**config.mk**
```make
export PLATFORM = sky130hd
export DESIGN_NAME = sm4_round_seq
export DESIGN_NICKNAME = d
export VERILOG_FILES = /design/src/rtl/sm4_pkg.sv /design/src/rtl/sm4lt.sv /design/src/rtl/sm4_round_seq.sv
export SDC_FILE = /design/constraint.sdc
export NUM_CORES = 2
export LEC_CHECK = 0
export BUFFER_PORTS_ARGS = -buffer_cell sky130_fd_sc_hd__buf_2
export CORE_AREA = 2 2 372 374
export CTS_BUF_LIST = sky130_fd_sc_hd__clkbuf_8
export CTS_CLUSTER_DIAMETER = 150
export DETAILED_ROUTE_END_ITERATION = 8
export DIE_AREA = 0 0 374 376
export PLACE_DENSITY = 0.76
export SLEW_MARGIN = 10
export SYNTH_ARGS = -nofsm -noshare
export SYNTH_HDL_FRONTEND = slang
export SYNTH_SLANG_ARGS = --single-unit
```
**constraint.sdc**
```tcl
create_clock -name clk -period 34.2 [get_ports clk]
set_clock_uncertainty 0.05 [all_clocks]
set_input_delay 1.71 -clock clk [delete_from_list [all_inputs] [get_ports clk]]
set_output_delay 1.71 -clock clk [all_outputs]
set_load 0.02 [all_outputs]
```
**src/rtl/sm4_pkg.sv**
```systemverilog
// Shared SM4 constants, enums and the CK round-constant generator for the iterative SM4 engine.
package sm4_pkg;

  localparam int SM4_ROUNDS = 32;

  localparam logic [31:0] FK [4] = '{32'ha3b1bac6, 32'h56aa3350, 32'h677d9197, 32'hb27022dc};

  typedef enum logic [1:0] {
    OP_KEY = 2'b00,
    OP_ENC = 2'b01,
    OP_DEC = 2'b10,
    OP_RSV = 2'b11
  } sm4_op_e;

  typedef enum logic [1:0] {
    ST_IDLE  = 2'b00,
    ST_ROUND = 2'b01,
    ST_DONE  = 2'b10
  } sm4_seq_state_e;

  // CK[i] byte j (byte 0 = MSB) is ((4i+j)*7) mod 256; computed instead of stored.
  function automatic logic [31:0] sm4_ck(logic [4:0] i);
    logic [7:0]  base;
    logic [31:0] ck;
    base = {1'b0, i, 2'b00};
    ck   = '0;
    for (int j = 0; j < 4; j++) begin
      ck[31-8*j -: 8] = (base + 8'(j)) * 8'd7;
    end
    return ck;
  endfunction

endpackage

```
**src/rtl/sm4lt.sv**
```systemverilog
// SM4 mixer-substitution transform: S-box layer followed by L (mode_i=1, data) or L' (mode_i=0, key).
module sm4lt (
  input  logic [31:0] x_i,
  input  logic        mode_i,
  output logic [31:0] y_o
);

  localparam logic [7:0] SBOX [256] = '{
    8'hd6, 8'h90, 8'he9, 8'hfe, 8'hcc, 8'he1, 8'h3d, 8'hb7, 8'h16, 8'hb6, 8'h14, 8'hc2, 8'h28, 8'hfb, 8'h2c, 8'h05,
    8'h2b, 8'h67, 8'h9a, 8'h76, 8'h2a, 8'hbe, 8'h04, 8'hc3, 8'haa, 8'h44, 8'h13, 8'h26, 8'h49, 8'h86, 8'h06, 8'h99,
    8'h9c, 8'h42, 8'h50, 8'hf4, 8'h91, 8'hef, 8'h98, 8'h7a, 8'h33, 8'h54, 8'h0b, 8'h43, 8'hed, 8'hcf, 8'hac, 8'h62,
    8'he4, 8'hb3, 8'h1c, 8'ha9, 8'hc9, 8'h08, 8'he8, 8'h95, 8'h80, 8'hdf, 8'h94, 8'hfa, 8'h75, 8'h8f, 8'h3f, 8'ha6,
    8'h47, 8'h07, 8'ha7, 8'hfc, 8'hf3, 8'h73, 8'h17, 8'hba, 8'h83, 8'h59, 8'h3c, 8'h19, 8'he6, 8'h85, 8'h4f, 8'ha8,
    8'h68, 8'h6b, 8'h81, 8'hb2, 8'h71, 8'h64, 8'hda, 8'h8b, 8'hf8, 8'heb, 8'h0f, 8'h4b, 8'h70, 8'h56, 8'h9d, 8'h35,
    8'h1e, 8'h24, 8'h0e, 8'h5e, 8'h63, 8'h58, 8'hd1, 8'ha2, 8'h25, 8'h22, 8'h7c, 8'h3b, 8'h01, 8'h21, 8'h78, 8'h87,
    8'hd4, 8'h00, 8'h46, 8'h57, 8'h9f, 8'hd3, 8'h27, 8'h52, 8'h4c, 8'h36, 8'h02, 8'he7, 8'ha0, 8'hc4, 8'hc8, 8'h9e,
    8'hea, 8'hbf, 8'h8a, 8'hd2, 8'h40, 8'hc7, 8'h38, 8'hb5, 8'ha3, 8'hf7, 8'hf2, 8'hce, 8'hf9, 8'h61, 8'h15, 8'ha1,
    8'he0, 8'hae, 8'h5d, 8'ha4, 8'h9b, 8'h34, 8'h1a, 8'h55, 8'had, 8'h93, 8'h32, 8'h30, 8'hf5, 8'h8c, 8'hb1, 8'he3,
    8'h1d, 8'hf6, 8'he2, 8'h2e, 8'h82, 8'h66, 8'hca, 8'h60, 8'hc0, 8'h29, 8'h23, 8'hab, 8'h0d, 8'h53, 8'h4e, 8'h6f,
    8'hd5, 8'hdb, 8'h37, 8'h45, 8'hde, 8'hfd, 8'h8e, 8'h2f, 8'h03, 8'hff, 8'h6a, 8'h72, 8'h6d, 8'h6c, 8'h5b, 8'h51,
    8'h8d, 8'h1b, 8'haf, 8'h92, 8'hbb, 8'hdd, 8'hbc, 8'h7f, 8'h11, 8'hd9, 8'h5c, 8'h41, 8'h1f, 8'h10, 8'h5a, 8'hd8,
    8'h0a, 8'hc1, 8'h31, 8'h88, 8'ha5, 8'hcd, 8'h7b, 8'hbd, 8'h2d, 8'h74, 8'hd0, 8'h12, 8'hb8, 8'he5, 8'hb4, 8'hb0,
    8'h89, 8'h69, 8'h97, 8'h4a, 8'h0c, 8'h96, 8'h77, 8'h7e, 8'h65, 8'hb9, 8'hf1, 8'h09, 8'hc5, 8'h6e, 8'hc6, 8'h84,
    8'h18, 8'hf0, 8'h7d, 8'hec, 8'h3a, 8'hdc, 8'h4d, 8'h20, 8'h79, 8'hee, 8'h5f, 8'h3e, 8'hd7, 8'hcb, 8'h39, 8'h48
  };

  function automatic logic [31:0] rotl(logic [31:0] v, int n);
    return (v << n) | (v >> (32 - n));
  endfunction

  logic [31:0] b;

  always_comb begin
    b = {SBOX[x_i[31:24]], SBOX[x_i[23:16]], SBOX[x_i[15:8]], SBOX[x_i[7:0]]};
    if (mode_i) y_o = b ^ rotl(b, 2) ^ rotl(b, 10) ^ rotl(b, 18) ^ rotl(b, 24);
    else        y_o = b ^ rotl(b, 13) ^ rotl(b, 23);
  end

endmodule

```
**src/rtl/sm4_round_seq.sv**
```systemverilog
// Iterative SM4 engine: key expansion into a 32-word round-key store, then block ENC/DEC, one round
// per clock through a shared sm4lt. Define SM4_SEQ_DEC_EN to enable the DEC op (else it is rejected).
module sm4_round_seq
  import sm4_pkg::*;
(
  input  logic         clk,
  input  logic         rst,
  input  logic         req_valid_i,
  output logic         req_ready_o,
  input  logic [1:0]   req_op_i,
  input  logic [127:0] req_data_i,
  output logic         rsp_valid_o,
  input  logic         rsp_ready_i,
  output logic [127:0] rsp_data_o,
  output logic         rsp_err_o,
  output logic         key_valid_o,
  output logic         busy_o
);

  sm4_seq_state_e state_q;
  sm4_op_e        op_q;
  logic [4:0]     rnd_cnt_q;
  logic [31:0]    x_q  [4];
  logic [31:0]    rk_q [SM4_ROUNDS];
  logic           key_valid_q, req_ready_q, rsp_valid_q, rsp_err_q, busy_q;

  logic [31:0] rk_sel, round_key, t_in, t_out, x4;
  logic        req_err;

  always_comb begin
    rk_sel = rk_q[rnd_cnt_q];
`ifdef SM4_SEQ_DEC_EN
    // 31 - rnd_cnt for a 5-bit counter is its bitwise complement.
    if (op_q == OP_DEC) rk_sel = rk_q[~rnd_cnt_q];
`endif
    round_key = (op_q == OP_KEY) ? sm4_ck(rnd_cnt_q) : rk_sel;
    t_in      = x_q[1] ^ x_q[2] ^ x_q[3] ^ round_key;
    x4        = x_q[0] ^ t_out;
  end

  sm4lt u_lt (
    .x_i    (t_in),
    .mode_i (op_q != OP_KEY),
    .y_o    (t_out)
  );

  always_comb begin
    req_err = 1'b1;
    case (sm4_op_e'(req_op_i))
      OP_KEY: req_err = 1'b0;
      OP_ENC: req_err = !key_valid_q;
`ifdef SM4_SEQ_DEC_EN
      OP_DEC: req_err = !key_valid_q;
`endif
      default: req_err = 1'b1;
    endcase
  end

  always_ff @(posedge clk or posedge rst) begin
    if (rst) begin
      state_q     <= ST_IDLE;
      op_q        <= OP_KEY;
      rnd_cnt_q   <= '0;
      for (int i = 0; i < 4; i++) x_q[i] <= '0;
      for (int i = 0; i < SM4_ROUNDS; i++) rk_q[i] <= '0;
      key_valid_q <= 1'b0;
      req_ready_q <= 1'b1;
      rsp_valid_q <= 1'b0;
      rsp_err_q   <= 1'b0;
      busy_q      <= 1'b0;
    end else begin
      case (state_q)
        ST_IDLE: begin
          if (req_valid_i) begin
            op_q        <= sm4_op_e'(req_op_i);
            req_ready_q <= 1'b0;
            busy_q      <= 1'b1;
            if (req_err) begin
              // Rejected ops skip the rounds; zeroed X makes the response data zero.
              state_q     <= ST_DONE;
              rsp_valid_q <= 1'b1;
              rsp_err_q   <= 1'b1;
              for (int i = 0; i < 4; i++) x_q[i] <= '0;
            end else begin
              state_q   <= ST_ROUND;
              rsp_err_q <= 1'b0;
              if (sm4_op_e'(req_op_i) == OP_KEY) begin
                key_valid_q <= 1'b0;
                for (int i = 0; i < 4; i++) x_q[i] <= req_data_i[127-32*i -: 32] ^ FK[i];
              end else begin
                for (int i = 0; i < 4; i++) x_q[i] <= req_data_i[127-32*i -: 32];
              end
            end
          end
        end
        ST_ROUND: begin
          x_q[0] <= x_q[1];
          x_q[1] <= x_q[2];
          x_q[2] <= x_q[3];
          x_q[3] <= x4;
          if (op_q == OP_KEY) rk_q[rnd_cnt_q] <= x4;
          rnd_cnt_q <= rnd_cnt_q + 5'd1;
          if (rnd_cnt_q == 5'(SM4_ROUNDS - 1)) begin
            state_q     <= ST_DONE;
            rsp_valid_q <= 1'b1;
            if (op_q == OP_KEY) key_valid_q <= 1'b1;
          end
        end
        ST_DONE: begin
          if (rsp_ready_i) begin
            state_q     <= ST_IDLE;
            rsp_valid_q <= 1'b0;
            rsp_err_q   <= 1'b0;
            req_ready_q <= 1'b1;
            busy_q      <= 1'b0;
          end
        end
        default: state_q <= ST_IDLE;
      endcase
    end
  end

  // After KEY the X registers hold rk28..rk31, returned in ascending order.
  assign rsp_data_o  = (op_q == OP_KEY) ? {x_q[0], x_q[1], x_q[2], x_q[3]}
                                        : {x_q[3], x_q[2], x_q[1], x_q[0]};
  assign req_ready_o = req_ready_q;
  assign rsp_valid_o = rsp_valid_q;
  assign rsp_err_o   = rsp_err_q;
  assign key_valid_o = key_valid_q;
  assign busy_o      = busy_q;

endmodule
```
==> results by group <==
Status
  • Status: finished with violations
  • Failing checks: design-rule violations

Cells and area
  • FF+latch area: 29200 µm²
  • Layout cell share with drive strength beyond 1: roughly 17%
  • Final cell count without fillers: 10300
  • P&R area growth vs syn: 9.36%
  • Layout Nets: 8522
  • Fill cells: about 11000
  • Area of the multi-input gates: around 42000 µm²

Drt
  • Routed Antenna Nets: 0
  • Vias: 75100
  • Top sig layer: met5
  • Wirelength per Cell: 34.1 µm
  • Initial DRT Pass Iterations: 9
  • Metal-1 WL: 126000 µm
  • Routed WL: between 300000 and 400000 µm
  • Met3 wire length: between 40000 and 50000 µm
  • DRT iter0 DRCs: 12000
  • Metal2 WL: 146000 µm
  • Via density: around 7.3
  • DRC: 29

Place
  • Dpl cells: 9924
  • GP Congestion: 1.12
  • DP Wirelength: 232000 µm
  • Input/output buffers: 266

Die
  • Starting density of the core: 54.8%
  • Chip Height: 376 µm
  • Die Wd: between 300 and 400 µm
  • Boundary Pins: 267
  • # rows: 136
  • Die area: between 100000 and 150000 µm²
  • Core footprint: 137000 µm²

Setup path
  • Worst Path Required: 34990 ps
  • CP Max Fanout: 42
  • Buf/Inv on CP: 6
  • Slowest cell delay on critical path: 1130 ps
  • CP endpoint kind: flop
  • Crit Path Class: reg -> reg
  • Slowest CP cell: nor4_1
  • Top delay family on crit path: simple AND/OR/NAND/NOR gates
  • Reg2Reg Setup Slack: 23700 ps
  • CP arrival: 11290 ps
  • Crit-path most repeated cell: buf_4
  • Crit path launch type: flop

Global routing
  • First-pass GRT wire length: 505000 µm
  • Largest net degree at the start of global routing: 197
  • GRT Util Overall: 48.8%
  • GRT Residual Overflow: 0
  • Antenna violations before repair: 22
  • Vias in the first global route: 72400

Clock tree
  • CTS Buf Count: 190
  • H-tree depth: 4
  • TritonCTS clock tree: yes
  • Clock tree buffer depth: 3
  • Worst-Skew Late Latency: 1030 ps
  • Post-CTS setup buffers: 0
  • CTS sink cnt: 1166
  • Clock slew seen by the registers of the worst setup and hold paths: 70 ps
  • Post-CTS sizing: 0
  • Hold-fix buffers at CTS: 0
  • Clock root buffer: clkbuf_8

Yosys
  • Syn Area/Cell: 8.91 µm²
  • Synth Flop Type: dfrtp_1
  • Synth Instances: 8405
  • Flops & latches, synth: between 1000 and 1500
  • Post-synth EDFFs: 0
  • Netlist area before placement: 74900 µm²
  • Syn_nets: approximately 8600
  • Post-synthesis cell type count: 115
  • Yosys top cell area share: 38.9%
  • FFs w/ async S/R, synth: between 90% and 100%
  • Main area contributors after synthesis: dfrtp_1, nand2_1, o21ai_0, mux4_2, mux2i_1
  • Seq/Total Area, Yosys: about two fifths
  • YS warnings: 0
  • Yosys top cell by area: dfrtp_1

STA
  • Maximum clock rate: 0.0952 GHz
  • Max transition margin: 7.79%
  • # setup viols final: 0
  • Tcrit/Tclk final: 30.7%
  • Worst Max-Slew Pin Slew: 1370 ps
  • RSZ-0062 raised after global routing: no
  • Setup TNS: 0 ps
  • Max-slew violations: 0
  • Final Hold Fails: 0
  • Min Tclk post-route: 10500 ps

Flow run
  • Max_cap viols: 0

Hold path
  • Hold crit path type: reg -> reg
-- registers in the layout, indices dropped and copies added, names as in the netlist, 2 cells and up --
signal and flops:
state_q 2, rnd_cnt_q 5, op_q 2, x_q 128, rk_q 1024
-- logic make-up after synthesis --
| logic type | share of synthesized area, % |
|---|---|
| muxes | 11.9 |
| adders and majority gates | 1.18 |
| buffers and inverters | 5.24 |
| and+or+nand+nor | 15.5 |
| xor gates and xnor gates | 4.69 |
| DFF | 39.0 |
| AOI/OAI and AO/OA | 22.5 |
-- layout make-up --
| cell class | count | area share [%] |
|---|---|---|
| Tap cell | 1794 | 2.74 |
| Inverter | 59 | 0.275 |
| Sequential cell | 1166 | 35.7 |
| Antenna cell | 16 | 0.0489 |
| Timing Repair Buffer | 536 | 4.25 |
| Multi-Input combinational cell | 6369 | 51.9 |
| Clock buffer | 245 | 4.12 |
| Clock inverter | 101 | 1.02 |
-- layout by cell type (no fill, tap or decap), types with 38 or more instances in the layout --
cell type / n
a211oi_1: 96
a21oi_1: 327
a221oi_1: 55
a22oi_1: 150
a311oi_1: 48
a31oi_1: 116
buf_2: 266
buf_4: 260
clkbuf_8: 245
dfrtp_1: 1161
ha_1: 58
inv_1: 101
mux2_2: 206
mux2i_1: 234
mux4_2: 186
nand2_1: 1657
nand3_1: 215
nor2_1: 330
nor3_1: 160
nor4_1: 38
o211ai_1: 148
o21ai_0: 1055
o22ai_1: 59
o311ai_0: 39
o31ai_1: 75
xnor2_1: 185
xor2_1: 95
-- worst paths after layout --
path,start,endpoint,cells past startpoint
max in group asynchronous,rst,rnd_cnt_q[0],6
min,rk_q[431],rk_q[431],2
max,rnd_cnt_q[0],rk_q[497],25
min in group asynchronous,rst,rk_q[630],3
max reg2reg,rnd_cnt_q[0],rk_q[497],25
min reg2reg,rk_q[431],rk_q[431],2
-- cell usage after synthesis, types with 66 or more instances --
library cell,number
xnor2_1,199
mux2_2,206
nand3_1,232
o31ai_1,77
nor3_1,168
a31oi_1,118
a22oi_1,150
mux4_2,186
clkbuf_1,495
mux2i_1,235
nor2_1,347
dfrtp_1,1165
a211oi_1,99
xor2_1,105
o211ai_1,148
buf_1,66
o21ai_0,1055
buf_2,165
nand2_1,1675
a21oi_1,328
-- per-stage QoR --
stage,area (µm²),worst slack [ps],hold WS [ps],util (%)
after CTS,81800,24070,428,59.9
after global placement,77600,24160,404,56.8
after floorplan,74900,16340,393,-
after detailed placement,77600,24110,415,56.8
final,81900,23700,426,59.9
after global routing,81800,23450,446,59.9
-- tightest hold or removal path, delay by kind of cell, from the launching register on --
family | cells | cell delay (ps)
flops | 1 | 340
simple gates | 1 | 40
compound gates | 1 | 60
-- per-layer routing --
layer | vias to the layer above | track usage [%]
met5 | - | 0
met4 | 12 | 34.8
met3 | 1559 | 18.3
met2 | 6255 | 69.5
met1 | 36700 | 60.9
li1 | 30600 | -
Power is not shown: default switching activity piles up to over one toggle a cycle in this logic, so the estimate is an artifact.
